===== config.mk =====
export PLATFORM = sky130hd
export DESIGN_NAME = mdc_reorder_out_flat
export DESIGN_NICKNAME = d
export VERILOG_FILES = /design/src/rtl/mdc_reorder_out_if.sv /design/src/rtl/mdc_reorder_out.sv /design/src/flat_wrapper.sv
export SDC_FILE = /design/constraint.sdc
export NUM_CORES = 1
export LEC_CHECK = 0
export ABC_AREA = 0
export CAP_MARGIN = 20
export CORE_ASPECT_RATIO = 0.75
export CORE_UTILIZATION = 54
export CTS_CLUSTER_DIAMETER = 80
export CTS_CLUSTER_SIZE = 25
export DETAILED_ROUTE_END_ITERATION = 12
export DONT_BUFFER_PORTS = 1
export PLACE_DENSITY_LB_ADDON = 0.3
export SYNTH_ARGS = -nofsm -noshare
export SYNTH_HDL_FRONTEND = slang
export SYNTH_SLANG_ARGS = --single-unit

===== constraint.sdc =====
create_clock -name i_clk -period 8.05 [get_ports i_clk]
set_clock_uncertainty 0.2 [all_clocks]
set_input_delay 1.61 -clock i_clk [delete_from_list [all_inputs] [get_ports i_clk]]
set_output_delay 1.61 -clock i_clk [all_outputs]
set_load 0.02 [all_outputs]

===== src/rtl/mdc_reorder_out_if.sv =====
// AXI4-Stream bus carrying natural-order FFT bins out of mdc_reorder_out.
// tdata = {real, imag}; a beat transfers on any rising edge where tvalid && tready.
interface mdc_reorder_out_if #(
  parameter int NB = 12
);
  logic            tvalid;
  logic [2*NB-1:0] tdata;
  logic            tlast;
  logic            tready;

  // valid/ready: once tvalid is high, tdata/tlast stay stable and tvalid stays high until tready is seen.
  modport master (output tvalid, tdata, tlast, input tready);
  modport slave  (input tvalid, tdata, tlast, output tready);
endinterface


===== src/rtl/mdc_reorder_out.sv =====
// Bit-reversed two-lane MDC output reordered through a ping-pong buffer into a serial AXIS stream.
// Optional macro MDC_REORDER_SCALE_EN: divide each output component by N_POINTS (round half up, saturate).
module mdc_reorder_out #(
  parameter int NB       = 12,
  parameter int N_POINTS = 8
) (
  input  logic                 i_clk,
  input  logic                 i_rst,
  input  logic                 i_valid,
  input  logic signed [NB-1:0] i_data0_r,
  input  logic signed [NB-1:0] i_data0_i,
  input  logic signed [NB-1:0] i_data1_r,
  input  logic signed [NB-1:0] i_data1_i,
  output logic                 o_in_ready,
  output logic                 o_overflow,
  output logic [1:0]           o_rd_state,
  mdc_reorder_out_if.master    m_axis_data
);

  localparam int LOG2N = $clog2(N_POINTS);
  localparam logic [LOG2N-2:0] WCNT_LAST = (LOG2N-1)'(N_POINTS/2 - 1);
  localparam logic [LOG2N-1:0] RCNT_LAST = LOG2N'(N_POINTS - 1);

  typedef enum logic [1:0] {IDLE = 2'd0, LOAD = 2'd1, STREAM = 2'd2} rd_state_t;

  rd_state_t       state, state_nxt;
  logic [2*NB-1:0] mem [2][N_POINTS];
  logic [LOG2N-2:0] wcnt;
  logic [LOG2N-1:0] rcnt, rcnt_inc;
  logic            wbank, rbank;
  logic [1:0]      full;
  logic            frame_ok;
  logic            tvalid_q, tlast_q;
  logic [2*NB-1:0] tdata_q;
  logic            frame_start, pair_last, wr_en, in_ready;
  logic            rd_fire, frame_done, freeing;
  logic [LOG2N-1:0] addr0, addr1;

  function automatic logic [LOG2N-1:0] bitrev(input logic [LOG2N-1:0] a);
    logic [LOG2N-1:0] r;
    r = '0;
    for (int i = 0; i < LOG2N; i++) r[i] = a[LOG2N-1-i];
    return r;
  endfunction

  function automatic logic [NB-1:0] scale(input logic [NB-1:0] x);
`ifdef MDC_REORDER_SCALE_EN
    logic signed [NB:0] sum, shr;
    sum = $signed({x[NB-1], x}) + $signed((NB+1)'(N_POINTS/2));
    shr = sum >>> LOG2N;
    if (shr > $signed((NB+1)'(2**(NB-1) - 1))) return NB'(2**(NB-1) - 1);
    return shr[NB-1:0];
`else
    return x;
`endif
  endfunction

  function automatic logic [2*NB-1:0] out_word(input logic [2*NB-1:0] w);
    return {scale(w[2*NB-1:NB]), scale(w[NB-1:0])};
  endfunction

  // Write side: frame acceptance is decided once, on pair 0, and held for the rest of the frame.
  assign frame_start = i_valid && (wcnt == '0);
  assign pair_last   = (wcnt == WCNT_LAST);
  assign rd_fire     = (state == STREAM) && tvalid_q && m_axis_data.tready;
  assign frame_done  = rd_fire && (rcnt == RCNT_LAST);
  assign freeing     = frame_done && (rbank == wbank);
  assign in_ready    = !full[wbank] || freeing;
  assign wr_en       = i_valid && (frame_start ? in_ready : frame_ok);
  assign addr0       = bitrev({wcnt, 1'b0});
  assign addr1       = bitrev({wcnt, 1'b1});
  assign rcnt_inc    = rcnt + 1'b1;

  always_ff @(posedge i_clk) begin
    if (wr_en) begin
      mem[wbank][addr0] <= {i_data0_r, i_data0_i};
      mem[wbank][addr1] <= {i_data1_r, i_data1_i};
    end
  end

  always_ff @(posedge i_clk or negedge i_rst) begin
    if (!i_rst) begin
      wcnt       <= '0;
      wbank      <= 1'b0;
      frame_ok   <= 1'b0;
      o_overflow <= 1'b0;
      full       <= 2'b00;
    end else begin
      if (i_valid) begin
        wcnt <= pair_last ? '0 : wcnt + 1'b1;
        if (frame_start) begin
          frame_ok <= in_ready;
          if (!in_ready) o_overflow <= 1'b1;
        end
        if (wr_en && pair_last) wbank <= ~wbank;
      end
      for (int b = 0; b < 2; b++) begin
        if (wr_en && pair_last && (wbank == 1'(b)))
          full[b] <= 1'b1;
        else if (frame_done && (rbank == 1'(b)))
          full[b] <= 1'b0;
      end
    end
  end

  always_ff @(posedge i_clk or negedge i_rst) begin
    if (!i_rst) state <= IDLE;
    else        state <= state_nxt;
  end

  always_comb begin
    state_nxt = state;
    case (state)
      IDLE:    if (full[rbank]) state_nxt = LOAD;
      LOAD:    state_nxt = STREAM;
      STREAM:  if (frame_done) state_nxt = full[~rbank] ? LOAD : IDLE;
      default: state_nxt = IDLE;
    endcase
  end

  // Output register: bin 0 loads in LOAD, each handshake loads the next bin so there are no bubbles.
  always_ff @(posedge i_clk or negedge i_rst) begin
    if (!i_rst) begin
      tvalid_q <= 1'b0;
      tlast_q  <= 1'b0;
      tdata_q  <= '0;
      rcnt     <= '0;
      rbank    <= 1'b0;
    end else if (state == LOAD) begin
      tvalid_q <= 1'b1;
      tlast_q  <= 1'b0;
      tdata_q  <= out_word(mem[rbank][0]);
      rcnt     <= '0;
    end else if (frame_done) begin
      tvalid_q <= 1'b0;
      tlast_q  <= 1'b0;
      rcnt     <= '0;
      rbank    <= ~rbank;
    end else if (rd_fire) begin
      tdata_q  <= out_word(mem[rbank][rcnt_inc]);
      tlast_q  <= (rcnt_inc == RCNT_LAST);
      rcnt     <= rcnt_inc;
    end
  end

  assign m_axis_data.tvalid = tvalid_q;
  assign m_axis_data.tdata  = tdata_q;
  assign m_axis_data.tlast  = tlast_q;
  assign o_in_ready         = in_ready;
  assign o_rd_state         = state;

endmodule

===== src/flat_wrapper.sv =====
// flat-port wrapper written by rule: the top's interface ports become plain ports
module mdc_reorder_out_flat 
#(
  parameter int NB       = 12,
  parameter int N_POINTS = 8
)
  (i_clk, i_rst, i_valid, i_data0_r, i_data0_i, i_data1_r, i_data1_i, o_in_ready, o_overflow, o_rd_state, m_axis_data_tvalid, m_axis_data_tdata, m_axis_data_tlast, m_axis_data_tready);
  mdc_reorder_out_if #(.NB(NB)) m_axis_data_i ();
  input  logic i_clk;
  input  logic i_rst;
  input  logic i_valid;
  input  logic signed [NB-1:0] i_data0_r;
  input  logic signed [NB-1:0] i_data0_i;
  input  logic signed [NB-1:0] i_data1_r;
  input  logic signed [NB-1:0] i_data1_i;
  output logic o_in_ready;
  output logic o_overflow;
  output logic [1:0] o_rd_state;
  output wire logic [$bits(m_axis_data_i.tvalid)-1:0] m_axis_data_tvalid;
  output wire logic [$bits(m_axis_data_i.tdata)-1:0] m_axis_data_tdata;
  output wire logic [$bits(m_axis_data_i.tlast)-1:0] m_axis_data_tlast;
  input wire logic [$bits(m_axis_data_i.tready)-1:0] m_axis_data_tready;
  assign m_axis_data_tvalid = m_axis_data_i.tvalid;
  assign m_axis_data_tdata = m_axis_data_i.tdata;
  assign m_axis_data_tlast = m_axis_data_i.tlast;
  assign m_axis_data_i.tready = m_axis_data_tready;
  mdc_reorder_out #(.NB(NB), .N_POINTS(N_POINTS)) u_core (.i_clk(i_clk), .i_rst(i_rst), .i_valid(i_valid), .i_data0_r(i_data0_r), .i_data0_i(i_data0_i), .i_data1_r(i_data1_r), .i_data1_i(i_data1_i), .o_in_ready(o_in_ready), .o_overflow(o_overflow), .o_rd_state(o_rd_state), .m_axis_data(m_axis_data_i));
endmodule

---- After elaboration in Yosys (flattened, before gate mapping) ----
Memories as Yosys holds them, arrays and structs flattened.
Cells that the tools add are included.
word-level totals
  register bits ........................... 39
  memories ................................ 1
  RAM bits ................................ 384
memories
  name        depth  bits a word  rd ports  clocked after Yosys merged registers in  write ports  RTL line               source
  u_core.mem  2      192          1         0                                        1            mdc_reorder_out.sv:27  logic [2*NB-1:0] mem [2][N_POINTS];
cells by class
  muxes and demuxes ....................... 229
  magnitude comparators ................... 8
  add/sub/neg operators ................... 2
  equality and inequality tests ........... 9
  reduce and logical (&&, ||, !) cells .... 27
  bitwise gates (word level) .............. 199
operators with widths
  cell                                                        number
  2-to-1 mux 192 bit                                          2
  2-to-1 mux 1 bit                                            210
  bitwise OR 1 bit                                            192
  2-to-1 mux 24 bit                                           7
  demux 24 bit (select 3 bit)                                 2
  binary-select mux 24 bit (select 3 bit)                     1
  logical AND 1 bit                                           13
  >= comparator 4 bit, second input constant                  3
  2-to-1 mux 3 bit                                            3
  less-than comparator 4 x 1 -> 1 bit, second input constant  2
  inverter 3 -> 4 bit                                         2
  AND reduction 2 bit                                         4
  nonzero test 2 bit                                          4
  equality test 3 bit, second input constant                  2
  less-than comparator 1 x 2 -> 1 bit, second input constant  3
  2-to-1 mux 2 bit                                            3
  case mux 2 bit (3 select lines)                             1
  equality test 2 bit, second input constant                  2
  logical NOT 2 bit                                           2
  inequality test 2 x 1 -> 1 bit, second input constant       2
  inverter 1 bit                                              4
  inverter 2 -> 4 bit                                         1
  adder 3 x 1 -> 3 bit, second input constant                 1
  AND reduction 3 bit                                         1
  other kinds (7)                                             7

---- Longest topological paths before layout ----
Gate-level depths: netlist (run 1).
  word-level depth ........................ 11
  depth in mapped cells ................... 10

---- Worst setup path before layout (run 1) ----
Ideal clock, no wire load.
  path type ............................... input to register
  from .................................... input port m_axis_data_tready
  to ...................................... memory u_core.mem[0][168] (netlist name), enable pin
  arrival ................................. 3.958 ns
  path buffers ............................ 1
  cell stages on the path ................. 5
  setup time .............................. 0.410 ns
  data required time ...................... 7.440 ns
  path slack .............................. 3.482 ns
  cell sequence ........................... nand4b_1 or3_4 a221oi_4 buf_6 and2_1
between the ends
  word-level cells in the longest chain between the ends .. 9
ends and longest elaborated chain
  item                                   RTL line                                      source
  from (decl)                            flat_wrapper.sv:22                            input wire logic [$bits(m_axis_data_i.tready)-1:0] m_axis_data_tready;
  logical AND 1 bit (*)                  mdc_reorder_out.sv:65                         assign rd_fire = (state == STREAM) && tvalid_q && m_axis_data.tready;
  logical AND 1 bit (*)                  mdc_reorder_out.sv:66                         assign frame_done = rd_fire && (rcnt == RCNT_LAST);
  logical AND 1 bit (*)                  mdc_reorder_out.sv:67                         assign freeing = frame_done && (rbank == wbank);
  logical OR 1 bit (*)                   mdc_reorder_out.sv:68                         assign in_ready = !full[wbank] || freeing;
  2-to-1 mux 1 bit (*)                   mdc_reorder_out.sv:69                         assign wr_en = i_valid && (frame_start ? in_ready : frame_ok);
  logical AND 1 bit (*)                  mdc_reorder_out.sv:69
  2-to-1 mux 1 bit (*)                   mdc_reorder_out.sv:75                         if (wr_en) begin
  2-to-1 mux 192 bit (on tied branches)  mdc_reorder_out.sv:76, mdc_reorder_out.sv:77
  bitwise OR 1 bit (no source line) (*)  --
  to (decl)                              mdc_reorder_out.sv:27
Mark *: on every way between the ends. The rest lies on a longest branch, timed or not.

---- Worst setup path after layout (run 1) ----
  from .................................... register u_core.rcnt[0]
  to ...................................... output port o_in_ready
between the ends
  word-level cells in the longest chain between the ends .. 4
ends and longest elaborated chain
  item                    RTL line                source
  from (decl)             mdc_reorder_out.sv:29   logic [LOG2N-1:0] rcnt, rcnt_inc;
  from (signal assigned)  mdc_reorder_out.sv:142  rcnt <= rcnt_inc;
  equality test 3 bit     mdc_reorder_out.sv:66
  logical AND 1 bit       mdc_reorder_out.sv:66
  logical AND 1 bit       mdc_reorder_out.sv:67
  logical OR 1 bit        mdc_reorder_out.sv:68
  to (decl)               flat_wrapper.sv:16      output logic o_in_ready;
Every way passes these cells.

==> results of run 1 <==
worst max-delay path: cells and delay by family (launching register included):
family / cells / cell delay, ns
AND/OR/NAND/NOR: 1 / 0.44
adder cells (fa/ha/maj): 2 / 0.66
buffers and inverters: 2 / 0.78
AO/OA/AOI/OAI: 1 / 0.58
flip-flops: 1 / 0.35
where the power goes:
| group | internal [mW] | total (mW) | switching [mW] |
|---|---|---|---|
| clock | 0.499 | 1.14 | 0.644 |
| sequential | 2.40 | 2.40 | 0.00448 |
| combinational | 0.0309 | 0.0636 | 0.0327 |
| total | 2.93 | 3.61 | 0.681 |
metal layers:
| metal | up-vias | track usage (%) | wire length, um |
|---|---|---|---|
| met2 | 331 | 35.6 | 17500 |
| met3 | 38 | 5.80 | 3300 |
| met5 | - | 0 | 0 |
| met4 | 0 | 3.52 | 470 |
| met1 | 4795 | 35.1 | 17100 |
| li1 | 4015 | - | - |
worst paths after layout:
kind	depth (start not counted)	slack, ns	end
max reg2reg	7	3.54	u_core.mem[0][25]
max	6	2.88	o_in_ready
min	2	0.33	u_core.rcnt[2]
min reg2reg	2	0.33	u_core.rcnt[2]
min in group asynchronous	0	0.55	u_core.o_rd_state[1]
max in group asynchronous	0	7.00	u_core.m_axis_data.tdata[0]
state kept, by name (all words and copies together) (netlist names), 2 cells and up:
register and flops:
u_core.mem 384, u_core.m_axis_data.tdata 24, u_core.rcnt 3, u_core.full 2, u_core.o_rd_state 2, u_core.wcnt 2
cell type report:
type                    instances  area, um^2
clock buffers                  33         581
fillers                      2389       13500
flip-flops and latches        423       12500
multi-input cells             511        4890
well taps                     442         553
repair buffers                 24         184
inverters                      10        37.5
layout by cell type, fill, tap and decap left out, drive strengths merged, types with 3 or more instances in the layout:
master  instances
or3             3
a222oi          3
o21ai          48
mux2           99
edfxtp        384
and2            4
a221oi         34
nor2           15
nand3           9
a21oi          17
buf            24
a31oi          17
a211oi          6
clkbuf         33
o31ai           8
a22oi          20
nor2b           5
dfrtp          39
mux4           40
inv            10
mux2i         114
and3            6
ha              7
nand2          34
stage by stage:
step,instances,setup WS (ns),power (mW),area [um^2],hold WS [ns]
2_1_floorplan,1005,3.48,2.50,17700,0.273
3_3_place_gp,1409,3.12,2.51,18200,0.298
3_5_place_dp,1409,3.07,2.51,18200,0.305
4_1_cts,1442,2.87,3.63,18700,0.327
5_1_grt,1443,2.68,3.71,18800,0.375
6_report,1443,2.88,3.61,18800,0.327
logic make-up (layout without fill, tap and decap cells):
logic type	after synthesis	count (layout)	synth area share, %
flops	423	423	70.7
mux	253	253	18.1
compound gates	163	163	6.36
simple gates	86	86	2.36
buf+inv	71	67	1.94
fa+ha+maj	7	7	0.495
xor+xnor	2	2	0.0990
==> flow_summary_export.csv, run 1 <==
group,metric,value,unit
worst_setup_path,crit_path_max_fanout,51,
grt,antenna_found_initial,0,
synth,syn-num-nets,1064,
cells_and_area,n_antenna_cell,0,
grt,grt_pass1_vias,9300,
drt,routedWlPerCell,26.5,um
power_and_ir_drop,peakVddDrop,0.151,mV
floorplan,initial_core_util,54.8,%
floorplan,die-width,211,um
cells_and_area,nets,1049,
worst_setup_path,cp-start-kind,"register",
cells_and_area,syn2layout_area_growth,6.02,%
floorplan,row_count,57,
clock_network,cts_sinks,423,
min_path,hp-start,"u_core.rcnt[2]",
drt,dr.pass1.iters,5,
worst_setup_path,crit_type,"reg2out",
synth,synthFlopType,"edfxtp_1",
drt,drc,0,
synth,yosys-top-cells-count,"edfxtp_1, mux2i_1, mux2_2",
grt,grt.overflow.total,0,
clock_network,cts_buffer_depth,3,
clock_network,hold_buffers,0,
synth,ys_warn_count,0,
sta,fin_crit,5.17,ns
status,status,"completed",
placement,globalplace.congestion,0.763,
clock_network,clkSlewWorstSetupHoldPaths,0.10,ns
sta,worst_slew_pin_slew,1.15,ns
grt,grt_pass1_wl,58400,um
clock_network,clock_latency,0.55,ns
drt,via_per_inst,6.36,
power_and_ir_drop,leakage,5.72,nW
grt,grt_max_degree,59,
synth,syn_area_per_cell,17.6,um^2
synth,ys_ff_latch,423,
synth,synth_most_common_cell,"edfxtp_1",
synth,synth_seq_area_share,70.7,%
sta,fin_setup_tns,0,ns
worst_setup_path,critPathRequiredTime,6.24,ns
sta,drv_slew,0,
min_path,hp-class,"reg2reg",
synth,synthArstFlopShare,9.22,%
sta,setup_viol,0,
cells_and_area,final_util,58.1,%
clock_network,cts_resized,0,
synth,yosys.cell_types.count,50,
floorplan,ios,82,
synth,synth_area,17700,um^2
floorplan,die-area,33500,um^2
clock_network,post_cts_buffers,0,
sta,hold_viol_final,0,
clock_network,tritoncts,"yes",
sta,fin_crit_sh,64.3,%
synth,synth_edf_count,384,
synth,synthTopCellsByArea,"edfxtp_1, mux2i_1, dfrtp_1",
drt,wl,38300,um
worst_setup_path,critPathArrivalTime,3.36,ns
synth,synth_top_area_share,65.2,%
sta,relSlewSlack,23.3,%
cells_and_area,drive_gt1_share,19.8,%
clock_network,root_buffer,"clkbuf_16",
drt,route.antenna.remaining_nets,0,
floorplan,die_y,159,um
worst_setup_path,crit_path_max_incr_delay,0.65,ns
placement,hpwl,21900,um
clock_network,htreeDepth,1,
drt,drtIter0Drc,832,
worst_setup_path,crit_top_cell,"ha_1",
sta,clock.fmax,0.193,GHz
synth,syn_inst,1005,
worst_setup_path,crit_slowest_cell,"buf_4",
grt,track_usage,23.4,%
clock_network,cts_buffers,20,
synth,yosysTopAreaCell,"edfxtp_1",
power_and_ir_drop,powerDensity,192,nW/um^2
worst_setup_path,end_kind,"primary output",
drt,via_count,9179,
worst_setup_path,critPathLaunch,"u_core.rcnt[0]",
placement,place.port_buffers,0,
worst_setup_path,crit_chain,"buf_4 > ha_1 > ha_1 > inv_1 > or3_4 > a22oi_1",
flow_run,cap_violations,0,
floorplan,fp.coreArea,32300,um^2
sta,grt_setup_unrepaired,"no",
worst_setup_path,worstReg2RegStart,"u_core.rcnt[0]",
(Power assumes the default switching activity.)
==> run 2, diff against run 1 <==
clock period = 5.3 ns   (was 8.05 ns; I/O delays follow)
==> run 2 against run 1 <==
  * Non-clock buffer count grew 4
  * Utilization grew 0.51 points
  * Via count grew 0.25%
  * Power grew 52%
  * Largest cell class unchanged
  * Highest routed layer unchanged
==> flow_summary_export.csv, run 2 (synthesis gave the netlist of run 1 again) <==
group,metric,value,unit
worst_setup_path,rrSetupSlack,1.32,ns
placement,place.port_buffers,0,
cells_and_area,final_util,58.6,%
drt,drtIter0Drc,1015,
grt,grt.overflow.total,0,
worst_setup_path,crit_slowest_cell,"a22oi_1",
drt,via_count,9202,
worst_setup_path,crit_type,"reg2out",
worst_setup_path,crit_chain,"nand4b_1 > or3_4 > a22oi_1",
cells_and_area,fin_cells,1447,
sta,hold-worst-slack,0.171,ns
worst_setup_path,end_kind,"primary output",
floorplan,die_y,159,um
grt,track_usage,23.9,%
drt,route.antenna.remaining_nets,0,
cells_and_area,n_antenna_cell,0,
floorplan,ios,82,
status,status,"completed",
sta,fin_setup_tns,0,ns
drt,wl,39600,um
sta,setup_slack,1.25,ns
clock_network,cts_sinks,423,
clock_network,clkSlewWorstSetupHoldPaths,0.10,ns
clock_network,clock_latency,0.54,ns
cells_and_area,mostFrequentLayoutCell,"edfxtp_1",
cells_and_area,design_area,18900,um^2
worst_setup_path,critPathRequiredTime,4.04,ns
power_and_ir_drop,powerDensity,291,nW/um^2
cells_and_area,syn2layout_area_growth,6.95,%
placement,globalplace.congestion,0.780,
worst_setup_path,critPathBufInv,0,
clock_network,root_buffer,"clkbuf_16",
floorplan,initial_core_util,54.8,%
cells_and_area,drive_gt1_share,20.0,%
grt,grt_pass1_wl,59000,um
floorplan,die-area,33500,um^2
placement,place_ws,0.892,ns
clock_network,cts_resized,0,
cells_and_area,mostFrequentLayoutCells,"edfxtp_1, mux2i_1, mux2_2",
floorplan,die-width,211,um
min_path,hp-class,"in2async",
sta,grt_setup_unrepaired,"no",
sta,setup_viol,0,
worst_setup_path,crit_path_max_fanout,13,
sta,relSlewSlack,21.1,%
floorplan,fp.coreArea,32300,um^2
cells_and_area,largest-register,"u_core.mem",
cells_and_area,fillers,2390,
sta,fin_crit,4.05,ns
drt,routedWlPerCell,27.3,um
sta,hold_viol_final,0,
clock_network,cts_buffers,20,
flow_run,cap_violations,0,
sta,clock.fmax,0.247,GHz
placement,dp.cells,1409,
worst_setup_path,critPathArrivalTime,2.79,ns
grt,grt_pass1_vias,9050,
drt,via_per_inst,6.36,
power_and_ir_drop,peakVddDrop,0.175,mV
grt,grt_max_degree,134,
cells_and_area,largest_reg_flops,384,
power_and_ir_drop,p_total,5.50,mW
worst_setup_path,cp-start-kind,"register",
clock_network,hold_buffers,2,
clock_network,cts_buffer_depth,3,
clock_network,htreeDepth,1,
worst_setup_path,crit_path_max_incr_delay,0.58,ns
power_and_ir_drop,leakage,5.77,nW
worst_setup_path,path_delay_family,"simple AND/OR/NAND/NOR gates",
placement,hpwl,22700,um
grt,antenna_found_initial,0,
placement,placed_cell_area,18300,um^2
clock_network,post_cts_buffers,0,
drt,dr.pass1.iters,5,
drt,drc,0,
sta,drv_slew,0,
sta,worst_slew_pin_slew,1.18,ns
sta,fin_crit_sh,76.4,%
clock_network,tritoncts,"yes",
cells_and_area,nets,1053,
floorplan,row_count,57,
==> run 2: final timing paths <==
path / cells after the start / endpoint / from
setup / recovery: 3 / o_in_ready / u_core.o_rd_state[1]
hold / removal: 1 / u_core.m_axis_data.tdata[12] / i_rst
setup reg to reg: 5 / u_core.mem[1][95] / u_core.o_rd_state[1]
hold reg to reg: 2 / u_core.rcnt[2] / u_core.rcnt[2]
max in group asynchronous: 1 / u_core.m_axis_data.tdata[20] / i_rst
min in group i_clk: 2 / u_core.rcnt[2] / u_core.rcnt[2]
==> run 2: worst reg2reg max path, cell delays in order, from the launching register on <==
cell      delay, ns
dfrtp_1        0.57
nand4b_1       0.54
or3_4          0.56
a221oi_4       0.72
and2_2         0.71
buf_12         0.36
==> run 2: metal layers <==
metal | part of all wire [%] | vias up | GRT usage, %
met5 | 0 | - | 0
met4 | 1.2 | 0 | 3.89
met3 | 8.9 | 34 | 5.22
met2 | 45 | 357 | 35.4
met1 | 45 | 4787 | 37.1
li1 | - | 4024 | -
==> run 2: layout make-up <==
| type | instances | area, um^2 | share of cell area (%) |
|---|---|---|---|
| clock buffers | 33 | 581 | 3.07 |
| inverters | 10 | 37.5 | 0.198 |
| repair buffers | 28 | 348 | 1.84 |
| multi-input cells | 511 | 4890 | 25.9 |
| well taps | 442 | 553 | 2.92 |
| flip-flops and latches | 423 | 12500 | 66.1 |
==> run 2: power breakdown <==
| part | switching, mW | internal, mW |
|---|---|---|
| clock | 0.988 | 0.757 |
| sequential | 0.00633 | 3.64 |
| combinational | 0.0585 | 0.0498 |
